## config.mk

```make
export PLATFORM = sky130hd
export DESIGN_NAME = if_fetch
export DESIGN_NICKNAME = d
export VERILOG_FILES = /design/src/rtl/if_fetch.sv
export SDC_FILE = /design/constraint.sdc
export NUM_CORES = 1
export LEC_CHECK = 0
export ABC_AREA = 0
export BUFFER_PORTS_ARGS = -buffer_cell sky130_fd_sc_hd__buf_4
export CORE_MARGIN = 2
export CORE_UTILIZATION = 50
export CTS_CLUSTER_SIZE = 30
export DETAILED_ROUTE_END_ITERATION = 10
export PLACE_DENSITY_LB_ADDON = 0.12
export SLEW_MARGIN = 0
export SYNTH_ARGS = -nofsm -noshare
export SYNTH_HDL_FRONTEND = slang
export SYNTH_SLANG_ARGS = --single-unit
```

## constraint.sdc

```tcl
create_clock -name clk -period 2.9 [get_ports clk]
set_input_delay 0.87 -clock clk [delete_from_list [all_inputs] [get_ports clk]]
set_output_delay 0.87 -clock clk [all_outputs]
set_load 0.01 [all_outputs]
```

## src/rtl/if_fetch.sv

```systemverilog
// Instruction fetch: PC register, instruction SRAM read port, stall-safe instruction hold and redirect buffer.
// Optional misaligned-fetch check (if_excp_adel) is built when IF_ALIGN_CHECK_EN is defined.
module if_fetch #(
  parameter logic [31:0] RESET_PC = 32'hBFBF_FFFC,
  parameter int          STALL_W  = 6
) (
  input  logic               clk,
  input  logic               rst,
  input  logic [STALL_W-1:0] stall,
  input  logic [32:0]        br_bus,
  output logic [32:0]        if_to_id_bus,
  output logic [31:0]        if_inst,
  output logic               if_excp_adel,
  output logic               inst_sram_en,
  output logic [3:0]         inst_sram_wen,
  output logic [31:0]        inst_sram_addr,
  output logic [31:0]        inst_sram_wdata,
  input  logic [31:0]        inst_sram_rdata
);

  logic [31:0] pc_q, pc_d;
  logic        ce_q, ce_d;
  logic        redir_vld_q, redir_vld_d;
  logic [31:0] redir_addr_q, redir_addr_d;
  logic        hold_vld_q, hold_vld_d;
  logic [31:0] hold_inst_q, hold_inst_d;
  logic [31:0] next_pc;
  logic        br_e;
  logic [31:0] br_addr;
  logic [31:0] live_inst;
  logic        unused_stall;

  assign {br_e, br_addr} = br_bus;
  // Only the two lowest stall bits concern this stage.
  assign unused_stall = ^stall;

  always_comb begin
    next_pc = pc_q + 32'd4;
    if (br_e) begin
      next_pc = br_addr;
    end else if (redir_vld_q) begin
      next_pc = redir_addr_q;
    end
  end

  always_comb begin
    pc_d         = pc_q;
    ce_d         = ce_q;
    redir_vld_d  = redir_vld_q;
    redir_addr_d = redir_addr_q;
    hold_vld_d   = hold_vld_q;
    hold_inst_d  = hold_inst_q;

    if (!stall[0]) begin
      pc_d        = next_pc;
      ce_d        = 1'b1;
      redir_vld_d = 1'b0;
    end else if (br_e) begin
      redir_vld_d  = 1'b1;
      redir_addr_d = br_addr;
    end

    // Capture the word once on stall entry so decode keeps the one matching its PC.
    if (stall[1]) begin
      if (!hold_vld_q) begin
        hold_vld_d  = 1'b1;
        hold_inst_d = inst_sram_rdata;
      end
    end else begin
      hold_vld_d = 1'b0;
    end
  end

  always_ff @(posedge clk or negedge rst) begin
    if (!rst) begin
      pc_q         <= RESET_PC;
      ce_q         <= 1'b0;
      redir_vld_q  <= 1'b0;
      redir_addr_q <= 32'b0;
      hold_vld_q   <= 1'b0;
      hold_inst_q  <= 32'b0;
    end else begin
      pc_q         <= pc_d;
      ce_q         <= ce_d;
      redir_vld_q  <= redir_vld_d;
      redir_addr_q <= redir_addr_d;
      hold_vld_q   <= hold_vld_d;
      hold_inst_q  <= hold_inst_d;
    end
  end

  assign live_inst = hold_vld_q ? hold_inst_q : inst_sram_rdata;

`ifdef IF_ALIGN_CHECK_EN
  assign if_excp_adel = ce_q & (pc_q[1:0] != 2'b00);
  assign if_inst      = if_excp_adel ? 32'b0 : live_inst;
`else
  assign if_excp_adel = 1'b0;
  assign if_inst      = live_inst;
`endif

  assign if_to_id_bus    = {ce_q, pc_q};
  assign inst_sram_en    = ce_q & ~if_excp_adel;
  assign inst_sram_wen   = 4'b0000;
  assign inst_sram_addr  = pc_q;
  assign inst_sram_wdata = 32'b0;

endmodule

```

After elaboration in Yosys (flattened, before gate mapping)
Index checks and enable logic that the tools add are counted.
W data, S select, Z words.
{ "totals": {"reg_bits": 99, "latch_bits": 0, "mem_bits_rw": 0, "rom_bits": 0, "input_bits": 73, "out_inout_bits": 135, "word_cells": 15, "memories": 0} }
{ "op_classes": {"n_addsub": 1, "multipliers": 0, "div_mod_pow": 0, "magnitude_cmp": 0, "n_eq_ne": 1, "shifts": 0, "n_mux": 6, "n_bitwise": 0, "reduce_logical": 1} }
{ "op_table": {"columns": ["operator", "count"], "rows": [
  ["$mux W32", 3],
  ["$add A32 B3 Y32 const B", 1],
  ["$mux W1", 3],
  ["$ne A2 B1 Y1 const B", 1],
  ["$reduce_and A2 Y1", 1]
]} }

Logic depth before layout (Yosys ltp)
{ "depth": {"word_depth": 3, "depth_mapped": 7, "depth_no_buf": 5} }

Worst setup path after synthesis
OpenSTA, ideal clock, no wires.
{ "synth_timing": {"path_kind": "register to register", "startpoint": "register pc_q[2] (netlist: inst_sram_addr[2])", "endpoint": "register pc_q[28] (netlist: inst_sram_addr[28])", "arrival_time_ns": 2.265, "slack_ns": 0.547, "stages_incl_launch_ff": 7, "n_path_buf": 1, "synth_period_minus_slack_ns": 2.353, "cell_sequence": "dfstp_2 > ha_1 > nand3_2 > or4_1 > buf_2 > o311a_1 > or3_1"} }
{ "synth_via": {"elab_chain_len": 3} }
{ "synth_rtl": {"columns": ["element", "line", "rtl"], "rows": [
  ["from (decl)", "21", "logic [31:0] pc_q, pc_d;"],
  ["from (signal assigned)", "83", "pc_q <= pc_d;"],
  ["$add A32 B3 Y32", "38", "next_pc = pc_q + 32'd4;"],
  ["$mux W32", "41", "end else if (redir_vld_q) begin"],
  ["$mux W32", "39", "if (br_e) begin"]
]} }
No other way between the ends.
A chain may end at the register's enable or synchronous reset.

Worst setup path after layout
{ "layout_timing": {"startpoint": "register hold_vld_q", "endpoint": "output if_inst[1]"} }
{ "layout_via": {"elab_chain_len": 1} }
{ "layout_rtl": {"columns": ["element", "line", "rtl"], "rows": [
  ["from (decl)", "25", "logic hold_vld_q, hold_vld_d;"],
  ["from (signal assigned)", "87", "hold_vld_q <= hold_vld_d;"],
  ["$mux W32", null, null],
  ["to (decl)", "12", "output logic [31:0] if_inst,"]
]} }
No other way between the ends.

==> reports/results.txt <==
Num CTS Buffers: 9
row cnt: 39
DP Area: 6830 um2
initial core utilization: 51.0%
total core area: 11400 um2
DR pass1 iterations: 5
number of remaining DRC errors: 0
clock transition at the registers of the reported paths: 0.07 ns
clk_lat worst skew: 0.35 ns
pin count of the biggest net entering global routing: 63
Worst Reg-to-Reg Cells: 5
final setup fails: 0
Cells after Synth: 553
Tcrit/Tclk final: 89.7%
area of the mapped netlist: 5800 um2
Min-Delay Path Class: in2async
Die Area: 12500 um2
Worst setup SP type: flip-flop
synth warn: 0
Leakage Power: 3.13 nW
final net count: 747
CTS root buf: clkbuf_16
Synth Register Bits: 99
worst r2r dst: inst_sram_addr[28]$_DFFE_PN1N_
Async SR Flop Fraction: 100%
layout cells sized above 1: 47.6%
Synth top area share: 30.6%
Least-Margin Pin Slew: 0.641 ns
CTS Sinks: 99
Setup Skew: 0.00575 ns
Pwr Density: 586 nW/um2
Setup WS pre-CTS: 0.419 ns
Max IR drop VDD: 0.416 mV
number of antenna diodes: 0
Vias: 4706
Arr. time, crit path: 1.73 ns
antenna violations before repair: 0
Clock Path Buffers: 2
register area share after synthesis: 43.3%
CP endpoint: if_inst[1]
Final Hold Viols: 0
syn avg cell area: 10.5 um2
element type at the critical path end: output port
post-route design area: 7110 um2
Post-CTS Hold Buffers: 0
Yosys cell types: 55
Routability Congestion: 0.820
crit path kind: reg2out
WL final: 14.5 mm
r2r setup slk: 0.38 ns
HPWL Detailed: 10.1 mm
initial drt markers: 266
gr ovfl total: 0
number of synthesized flops with an enable pin: 0
top area cells in the synthesized netlist: dfrtp_1 (31%), mux2_2 (19%), dfstp_2 (13%), buf_4 (9.1%), o21ai_0 (2.4%)
FF-to-FF Start: inst_sram_addr[2]$_DFFE_PN1N_
H-tree levels: 3
slack of the critical path: 0.297 ns
Max-slew headroom: 56.8%
first-pass GRT wire length: 23.0 mm
worst path required time: 2.03 ns
DIE HEIGHT: 112 um
Setup Buffers After CTS: 0
fin. max-slew vios: 0
Min Hold Slack: 0.495 ns
max cap viols: 0
total negative setup slack: 0 ns
most frequent cell after synthesis: mux2_2
Layout area overhead: 22.6%
GRT Total Usage: 22.8%
Critical Path Fanout Max: 23
Post-synth top cells: mux2_2 (96), dfrtp_1 (71), buf_4 (70)
number of port buffers: 166
post-CTS sizing: 0
Die X-Extent: 112 um
status: finished, final reports clean
vias in the first global route: 4597
CTS tree: done
Ports: 208
DR vias/cell: 5.73
top_reg_cell synth: dfrtp_1
Yosys top cell by area: dfrtp_1
WL/cell: 17.6 um
RSZ-0062 raised after global routing: false
Routed Antenna Nets: 0
Setup crit start: hold_vld_q$_DFF_PN0_
Max Clock Freq: 384 MHz
min Tclk post-route: 2.60 ns
-- critical path: stages, from the launching register on --
cell and delay [ns]:
dfrtp_1 0.63, buf_12 0.24, mux2_2 0.37, buf_4 0.15
-- cell type report --
| cell class | count | area, um2 |
|---|---|---|
| flip-flops and latches | 99 | 2510 |
| multi-input cells | 371 | 2710 |
| repair buffers | 181 | 1380 |
| inverters | 11 | 41.3 |
| well taps | 143 | 179 |
| fillers | 949 | 4260 |
| clock inverters | 4 | 25.0 |
| clock buffers | 12 | 256 |
-- sequential cells by signal, indices dropped and copies added, names as in the netlist --
register        flops
redir_addr_q       32
hold_inst_q        32
hold_vld_q          1
inst_sram_addr     32
redir_vld_q         1
inst_sram_en        1
-- stage by stage --
stage / total power [W] / utilization [%] / instances
after floorplan: 0.00260 / - / 589
after global placement: 0.00300 / 60.0 / 805
after detailed placement: 0.00305 / 60.0 / 805
after CTS: 0.00421 / 62.5 / 821
after global routing: 0.00439 / 62.5 / 821
final: 0.00417 / 62.5 / 821
-- report_power, final --
part	internal [W]	switching, W
Sequential	0.00166	0.000245
Clock	0.000626	0.000521
Combinational	0.000614	0.000500
Total	0.00290	0.00127
-- cell usage in the layout, fill, tap and decap left out, types with 12 or more instances in the layout --
cell type | netlist | layout
buf_4 | 70 | 179
mux2_2 | 96 | 96
dfrtp_1 | 71 | 71
conb_1 | 1 | 37
o21ai_0 | 28 | 28
dfstp_2 | 28 | 28
nand2_1 | 27 | 27
a21oi_1 | 17 | 17
nor2_1 | 16 | 16
a22oi_1 | 14 | 14
nand3_1 | 12 | 12
-- kinds of logic after synthesis --
group           after synthesis  synth area share, %
simple gates                122                 11.6
buf+inv                     119                 12.3
compound gates              112                 13.4
mux                          99                 19.2
flops                        99                 43.3
fa+ha+maj                     1                0.216
other cells                   1               0.0647
-- layer usage --
metal,vias to the layer above,GRT usage (%),routed length (um)
met4,0,7.49,188
met3,14,6.70,1140
met1,2336,29.8,6190
met2,185,36.6,6950
met5,-,0,0
li1,2171,-,-
-- worst min path at each step --
stage / slack (ns) / endpoint / start
final: 0.50 / hold_inst_q[8]$_DFFE_PN0P_ / rst
after global routing: 0.51 / redir_addr_q[14]$_DFFE_PN0P_ / redir_addr_q[14]$_DFFE_PN0P_
after CTS: 0.50 / hold_inst_q[4]$_DFFE_PN0P_ / rst
after detailed placement: 0.48 / inst_sram_en$_DFFE_PN0N_ / inst_sram_en$_DFFE_PN0N_
after global placement: 0.48 / redir_addr_q[0]$_DFFE_PN0P_ / redir_addr_q[0]$_DFFE_PN0P_
after floorplan: 0.47 / redir_addr_q[0]$_DFFE_PN0P_ / redir_addr_q[0]$_DFFE_PN0P_
Note: power is estimated with default switching activity, not from simulation.
